[src/rtl/rs_syndrome_calc.sv]
// RS(255,239) receive-side syndrome calculator over GF(2^8), poly 0x11D.
// Horner accumulation of S_1..S_NSYM with constant alpha^i XOR networks.
module rs_syndrome_calc #(
  parameter int N    = 255,
  parameter int NSYM = 16
) (
  input  logic                clk,
  input  logic                rst,
  input  logic                in_valid,
  input  logic                in_sop,
  input  logic [7:0]          in_data,
  output logic                syn_valid,
  output logic [8*NSYM-1:0]   syn_data,
  output logic                syn_nonzero,
  output logic                sop_err,
  output logic                busy
);

  typedef enum logic [0:0] {
    IDLE = 1'b0,
    ACC  = 1'b1
  } state_t;

  // Multiply by alpha in GF(2^8) with reduction by x^8+x^4+x^3+x^2+1.
  function automatic logic [7:0] gf_xtime(input logic [7:0] a);
    return a[7] ? ({a[6:0], 1'b0} ^ 8'h1D) : {a[6:0], 1'b0};
  endfunction

  // Column j of the returned matrix is alpha^p * x^j; constant-folded per syndrome.
  function automatic logic [63:0] alpha_pow_matrix(input int p);
    logic [63:0] m;
    logic [7:0]  col;
    m = 64'h0;
    for (int j = 0; j < 8; j++) begin
      col = 8'h01 << j;
      for (int k = 0; k < p; k++) begin
        col = gf_xtime(col);
      end
      m[j*8 +: 8] = col;
    end
    return m;
  endfunction

  function automatic logic [7:0] mat_mul(input logic [63:0] m, input logic [7:0] a);
    logic [7:0] r;
    r = 8'h00;
    for (int j = 0; j < 8; j++) begin
      r = r ^ (m[j*8 +: 8] & {8{a[j]}});
    end
    return r;
  endfunction

  state_t                  state_r, state_nx_s;
  logic [7:0]              cnt_r, cnt_nx_s;
  logic [NSYM-1:0][7:0]    acc_r, acc_nx_s, acc_step_s;
  logic                    done_s;
  logic                    sop_err_nx_s;

  for (genvar g = 0; g < NSYM; g++) begin : g_syn
    localparam logic [63:0] MAT = alpha_pow_matrix(g + 1);
    assign acc_step_s[g] = mat_mul(MAT, acc_r[g]) ^ in_data;
  end

  // Next-state, accumulator update and completion detection.
  always_comb begin
    state_nx_s   = state_r;
    cnt_nx_s     = cnt_r;
    acc_nx_s     = acc_r;
    done_s       = 1'b0;
    sop_err_nx_s = 1'b0;
    case (state_r)
      IDLE: begin
        if (in_valid && in_sop) begin
          acc_nx_s   = {NSYM{in_data}};
          cnt_nx_s   = 8'd1;
          state_nx_s = ACC;
        end else begin
          state_nx_s = IDLE;
        end
      end
      ACC: begin
        if (in_valid && in_sop) begin
          // restart: the aborted word never completes
          acc_nx_s     = {NSYM{in_data}};
          cnt_nx_s     = 8'd1;
          sop_err_nx_s = 1'b1;
        end else if (in_valid) begin
          acc_nx_s = acc_step_s;
          if (cnt_r == 8'(N - 1)) begin
            done_s     = 1'b1;
            cnt_nx_s   = 8'd0;
            state_nx_s = IDLE;
          end else begin
            cnt_nx_s = cnt_r + 8'd1;
          end
        end else begin
          state_nx_s = ACC;
        end
      end
      default: begin
        state_nx_s = IDLE;
        cnt_nx_s   = 8'd0;
      end
    endcase
  end

  // State, accumulators and registered outputs with synchronous active-low reset.
  always_ff @(posedge clk) begin
    if (!rst) begin
      state_r     <= IDLE;
      cnt_r       <= 8'd0;
      acc_r       <= '0;
      syn_data    <= '0;
      syn_valid   <= 1'b0;
      syn_nonzero <= 1'b0;
      sop_err     <= 1'b0;
      busy        <= 1'b0;
    end else begin
      state_r   <= state_nx_s;
      cnt_r     <= cnt_nx_s;
      acc_r     <= acc_nx_s;
      syn_valid <= done_s;
      sop_err   <= sop_err_nx_s;
      busy      <= (state_nx_s == ACC);
      if (done_s) begin
        syn_data    <= acc_step_s;
        syn_nonzero <= |acc_step_s;
      end else begin
        syn_data    <= syn_data;
        syn_nonzero <= syn_nonzero;
      end
    end
  end

endmodule
[config.mk]
export PLATFORM = sky130hd
export DESIGN_NAME = rs_syndrome_calc
export DESIGN_NICKNAME = d
export VERILOG_FILES = /design/src/rtl/rs_syndrome_calc.sv
export SDC_FILE = /design/constraint.sdc
export NUM_CORES = 1
export LEC_CHECK = 0
export BUFFER_PORTS_ARGS = -buffer_cell sky130_fd_sc_hd__buf_2
export CORE_AREA = 2 2 177 179
export DETAILED_ROUTE_END_ITERATION = 12
export DIE_AREA = 0 0 179 181
export GPL_ROUTABILITY_DRIVEN = 0
export PLACE_DENSITY = 0.64
export SETUP_SLACK_MARGIN = 0.4
export SLEW_MARGIN = 5
export SYNTH_ARGS = -nofsm -noshare
export SYNTH_HDL_FRONTEND = slang
export SYNTH_SLANG_ARGS = --single-unit
[constraint.sdc]
create_clock -name clk -period 2.7 [get_ports clk]
set_input_delay 0.135 -clock clk [delete_from_list [all_inputs] [get_ports clk]]
set_output_delay 0.135 -clock clk [all_outputs]
set_load 0.02 [all_outputs]
# After elaboration in Yosys (flattened, before gate mapping)
# Index checks and enable logic that the tools add are counted.
# word_totals
register_bits	268
output_inout_bits	132
in_bits	12
# op_classes
bitwise_logic	129
n_addsub	1
n_eq_ne	3
n_mux	18
reduce_logical	4
# ops
operator	count
two-way mux 128 bit	3
XOR 8 bit	46
case mux 128 bit (2 select lines)	1
XOR 8 x 6 -> 8 bit	18
XOR 8 x 7 -> 8 bit	18
OR reduction 128 bit	1
XOR 8 x 5 -> 8 bit	14
XOR 7 x 8 -> 8 bit	11
XOR 6 x 7 -> 7 bit	9
XOR 5 x 6 -> 6 bit	6
two-way mux 8 bit	4
case mux 8 bit (2 select lines)	1
XOR 4 x 5 -> 5 bit	3
adder 8 x 1 -> 8 bit (second input constant)	1
== test 8 bit (second input constant)	1
two-way mux 1 bit	8
XOR 3 x 4 -> 4 bit	2
AND reduction 2 bit	2
inequality test 3 x 2 -> 1 bit (second input constant)	1
XOR 2 x 3 -> 3 bit	1
inequality test 2 bit (second input constant)	1
case mux 1 bit (2 select lines)	1
logical AND 1 bit	1
NOT 1 bit	1

# Longest topological paths before layout
# depth
ltp_word	11
depth_mapped	10

# Worst setup path before layout
# No wires, ideal clock.
# synth_path
path_type	reg2reg
start	register acc_r[52] (netlist name)
end	register syn_nonzero
n_path_buf	0
setup_time_ns	0.127
setup_slack_ns	0.527
arrival_time_ns	2.046
path_stages_with_launch	8
t_required_ns	2.573
cell_sequence	dfxtp_1 xnor3_1 xor2_1 nand2_1 or3_1 or4_1 and4b_1 a21oi_1
# synth_via
elab_chain_len	6
# synth_rtl
item	line	text
from (decl)	55	logic [NSYM-1:0][7:0] acc_r, acc_nx_s, acc_step_s;
from (signal assigned)	121	acc_r <= acc_nx_s;
XOR 8 bit (3 in series)	48	r = r ^ (m[j*8 +: 8] & {8{a[j]}});
XOR 8 x 5 -> 8 bit	48	
XOR 8 bit	61	assign acc_step_s[g] = mat_mul(MAT, acc_r[g]) ^ in_data;
OR reduction 128 bit	127	syn_nonzero <= |acc_step_s;
to (signal assigned)	127	
to (signal assigned)	130	syn_nonzero <= syn_nonzero;
to (decl)	14	output logic syn_nonzero,
# Every way passes these cells.
# A chain may end at the register's enable or synchronous reset.

# Worst setup path after layout
# layout_path
start	register acc_r[122] (netlist name)
end	register syn_nonzero
# layout_via
elab_chain_len	8
# layout_rtl
item	line
XOR 8 x 6 -> 8 bit	48
XOR 8 x 7 -> 8 bit	48
XOR 8 bit	48
XOR 8 x 7 -> 8 bit	48
XOR 8 bit (2 in series)	48
XOR 8 bit	61
OR reduction 128 bit	127
# Every way passes these cells.

==> results_tabular.tex <==
\begin{tabular}{lr}
\hline
Metric & Value \\
\hline
\multicolumn{2}{l}{\textbf{Power}} \\
\quad Sw power & $\sim$3.6 mW \\
\quad Max rail drop VDD & between 0.5 and 0.6 mV \\
\quad Fraction of power consumed by combinational cells & 0.259 \\
\quad Internal cell power & 7.56 mW \\
\quad Part of the total power dissipated in sequential elements & 0.388 \\
\quad Net switching fraction of the power & 0.323 \\
\quad Static leakage & around 6.3 nW \\
\quad Power Total & approximately 11 mW \\
\quad Total power density per cell area & 680 nW/um2 \\
\quad Clock network power share & 0.352 \\
\multicolumn{2}{l}{\textbf{Synthesis}} \\
\quad Yosys Warn Count & 0 \\
\quad Sequential share of the synthesized area & 0.395 \\
\quad Count of mapped cells out of synthesis & 1672 \\
\quad Distinct cell type count after synthesis & slightly above 50 \\
\quad Netlist area before placement & $\sim$14000 um2 \\
\quad Post-synthesis net count & 1686 \\
\quad Most instantiated cells after synthesis & sky130\_fd\_sc\_hd\_\_xnor2\_1 (277), sky130\_fd\_sc\_hd\_\_dfxtp\_1 (268), sky130\_fd\_sc\_hd\_\_nor2\_1 (234) \\
\quad Share of synthesized flip-flops with an asynchronous set or reset & 0 \\
\quad Yosys top cell area share & 0.395 \\
\quad Cell with the most instances after synthesis & sky130\_fd\_sc\_hd\_\_xnor2\_1 \\
\quad Number of enable-type register cells in the synthesized netlist & 0 \\
\quad Synth Register Bits & 268 \\
\quad Post-Synthesis Mean Instance Area & 8.13 um2 \\
\quad Main synth FF type & sky130\_fd\_sc\_hd\_\_dfxtp\_1 \\
\quad Biggest area contributors in the synthesized netlist & sky130\_fd\_sc\_hd\_\_dfxtp\_1 (39\%), sky130\_fd\_sc\_hd\_\_xnor2\_1 (18\%), sky130\_fd\_sc\_hd\_\_nor2\_1 (6.5\%) \\
\quad Cell type contributing the most total cell area after synthesis & sky130\_fd\_sc\_hd\_\_dfxtp\_1 \\
\multicolumn{2}{l}{\textbf{Drt}} \\
\quad Via count & 12.5k \\
\quad DRT antenna net count & 0 \\
\quad Final WL & approximately 46000 um \\
\quad Per-cell via count in the routed design & approximately 5.6 \\
\quad Mean routed wirelength per cell & approximately 20 um \\
\quad Violation count after the first detailed-routing iteration & between 1k and 1.5k \\
\quad Residual DRC & 0 \\
\quad Drt first pass iters & 6 \\
\multicolumn{2}{l}{\textbf{Placed design}} \\
\quad Area after detailed placement & 15200 um2 \\
\quad Placement-stage worst setup slack & around 0.25 ns \\
\quad Port buffer count & approximately 140 \\
\quad Detailed placement HPWL & roughly 32000 um \\
\multicolumn{2}{l}{\textbf{Critical path}} \\
\quad Reg2reg path depth & 7 \\
\quad Type of the worst setup path & register to register \\
\quad Worst endpoint required time & 3.14 ns \\
\quad Critical path data arrival time & $\sim$2.8 ns \\
\quad Nature of the critical path endpoint & register \\
\quad Worst R2R End & syn\_nonzero \\
\quad Critical Path Start Type & register \\
\quad Highest fanout seen on the critical path & 5 \\
\quad Startpoint of the lowest-slack register-to-register path & acc\_r[122] \\
\quad Worst setup slack for register-to-register paths & roughly 0.39 ns \\
\quad Origin of the worst setup path & acc\_r[122] \\
\multicolumn{2}{l}{\textbf{Global route}} \\
\quad Number of antenna violations at the first check in global routing & 0 \\
\quad Number of global-route vias before repair & 11.4k \\
\quad Maximum number of pins on one net before global-route repair & 82 \\
\quad Overflow after GRT & 0 \\
\quad Overall Global Routing Usage & 0.273 \\
\quad Wire length of the first global-routing pass & between 60000 and 70000 um \\
\multicolumn{2}{l}{\textbf{STA}} \\
\quad Total count of max-transition violations in the final report & 0 \\
\quad Crit share post-route & 0.856 \\
\quad Number of endpoints failing setup at the final stage & 0 \\
\quad Highest Clock Rate & between 400 and 500 MHz \\
\quad Max transition margin & 0.416 \\
\quad Final TNS setup & 0 ns \\
\quad Measured slew at the worst slew-check pin & between 0.8 and 0.9 ns \\
\quad Min Clock Period, post-route & around 2.3 ns \\
\quad Fin. Hold Viols & 0 \\
\quad Setup repair after global routing missed its margin & yes \\
\quad Min setup slack post-route & just under 0.4 ns \\
\quad Final Skew & between 0.02 and 0.025 ns \\
\quad Worst hold-check slack & $\sim$0.059 ns \\
\multicolumn{2}{l}{\textbf{Layout}} \\
\quad Share of final-layout standard cells stronger than drive strength 1 & 0.202 \\
\quad Cell area after layout & about 16000 um2 \\
\quad Number of nets in the final layout & approximately 1.8k \\
\quad Area added between synthesis and finish & 20.9\% \\
\quad Layout fillers & 2840 \\
\quad Antenna diodes & 0 \\
\multicolumn{2}{l}{\textbf{Hold path}} \\
\quad Hold Crit Endpoint & sop\_err \\
\quad Cell depth of the worst min-delay path & 3 \\
\quad Worst hold path startpoint & in\_sop \\
\quad Hold WC Path Type & input pin to register \\
\multicolumn{2}{l}{\textbf{Floorplanning}} \\
\quad Core outline area & slightly above 30000 um2 \\
\quad Initial standard-cell utilization of the core & 0.448 \\
\quad Die Width & 179 um \\
\quad Core Rows & 64 \\
\quad Die area & around 32000 um2 \\
\quad I/O Pins & 144 \\
\quad Die Span Y & 181 um \\
\multicolumn{2}{l}{\textbf{Clocking}} \\
\quad Clock-pin slew reported for the worst setup and hold paths after clock tree synthesis & 0.07 ns \\
\quad Root buffer cell & sky130\_fd\_sc\_hd\_\_clkbuf\_16 \\
\quad Number of sinks on the clock net & 268 \\
\quad TritonCTS clock tree & yes \\
\quad Worst-skew pair later-pin latency & 0.56 ns \\
\quad Maximum buffer depth of the clock tree & 3 \\
\quad Number of buffers added by the clock tree synthesis step & 29 \\
\quad Number of levels in the clock H-tree & 1 \\
\multicolumn{2}{l}{\textbf{Flow run}} \\
\quad Max-cap violations & 0 \\
\multicolumn{2}{l}{\textbf{Run status}} \\
\quad Run status & complete, no violations \\
\hline
\end{tabular}
-- state kept, by name, summed over array words and instances, names as in the netlist --
name / flops
syn_valid: 1
sop_err: 1
acc_r: 128
busy: 1
syn_nonzero: 1
cnt_r: 8
syn_data: 128
-- power by group through the flow --
stage | Sequential (mW) | Combinational (mW) | Clock, mW
2_1_floorplan | 4.33 | 1.76 | 0
3_3_place_gp | 4.40 | 2.71 | 0
3_5_place_dp | 4.40 | 2.72 | 0
4_1_cts | 4.33 | 2.76 | 3.97
5_1_grt | 4.36 | 3.06 | 4.13
6_report | 4.34 | 2.90 | 3.94
-- metrics by stage --
step | util | cells
after floorplan | - | 1672
after global placement | 0.501 | 2185
after detailed placement | 0.501 | 2185
after CTS | 0.534 | 2238
after global routing | 0.542 | 2246
final | 0.542 | 2246
-- worst max-delay path by stage --
stage	to	slack [ns]
6_report	syn_nonzero	0.39
5_1_grt	syn_nonzero	0.34
4_1_cts	syn_nonzero	0.40
3_5_place_dp	syn_nonzero	0.25
3_3_place_gp	syn_nonzero	0.32
2_1_floorplan	syn_nonzero	0.53
-- cell usage in the layout (no fill, tap or decap), drive strengths merged, types with 44 or more instances in the layout --
master and count:
nand2 207, buf 256, dfxtp 268, a21oi 168
clkbuf 44, nor2 234, o21ai 54, a211oi 61
xnor2 277, xor2 77
-- what timing repair did --
item / CTS / global route
setup endpoints to repair: 1 / 10
setup buffers: 1 / 7
pin swaps: 3 / 5
hold buffers: 1 / 0
gates resized for setup: 21 / 29
gates cloned: 0 / 1
endpoints found under the hold margin: 2 / 0
-- cells by family (layout without fill, tap and decap cells) --
family                   after synthesis  count (layout)  share of synthesized area
flip-flops                           268             268                      0.395
multiplexers                           3               3                    0.00230
AO/OA/AOI/OAI                        352             352                      0.154
AND/OR/NAND/NOR                      551             551                      0.172
XOR/XNOR                             357             357                      0.235
buffers and inverters                139             317                     0.0407
adder cells (fa/ha/maj)                2               2                    0.00184
-- critical path: stages (launching register included) --
cell and delay, ns:
sky130_fd_sc_hd__dfxtp_1 0.46, sky130_fd_sc_hd__xnor2_1 0.19, sky130_fd_sc_hd__xnor2_1 0.16, sky130_fd_sc_hd__or4_1 0.47, sky130_fd_sc_hd__nor4_1 0.33, sky130_fd_sc_hd__nand4_1 0.14, sky130_fd_sc_hd__nor4_1 0.35, sky130_fd_sc_hd__a21oi_1 0.10
-- metal layers --
layer	up-vias	GRT usage	share of wire
met5	-	0	0
met4	0	0.0751	0.029
met3	86	0.0488	0.10
met2	620	0.386	0.41
met1	5885	0.418	0.46
li1	5914	-	-
-- final cells by class --
type                            count  area (um2)  area share
Clock buffer                       43         848      0.0516
Clock inverter                      8        76.3     0.00464
Inverter                            8        35.0     0.00213
Multi-Input combinational cell   1265        7910       0.481
Sequential cell                   268        5400       0.328
Tap cell                          396         495      0.0301
Timing Repair Buffer              258        1670       0.102
Power figures use the tool's default switching activity.
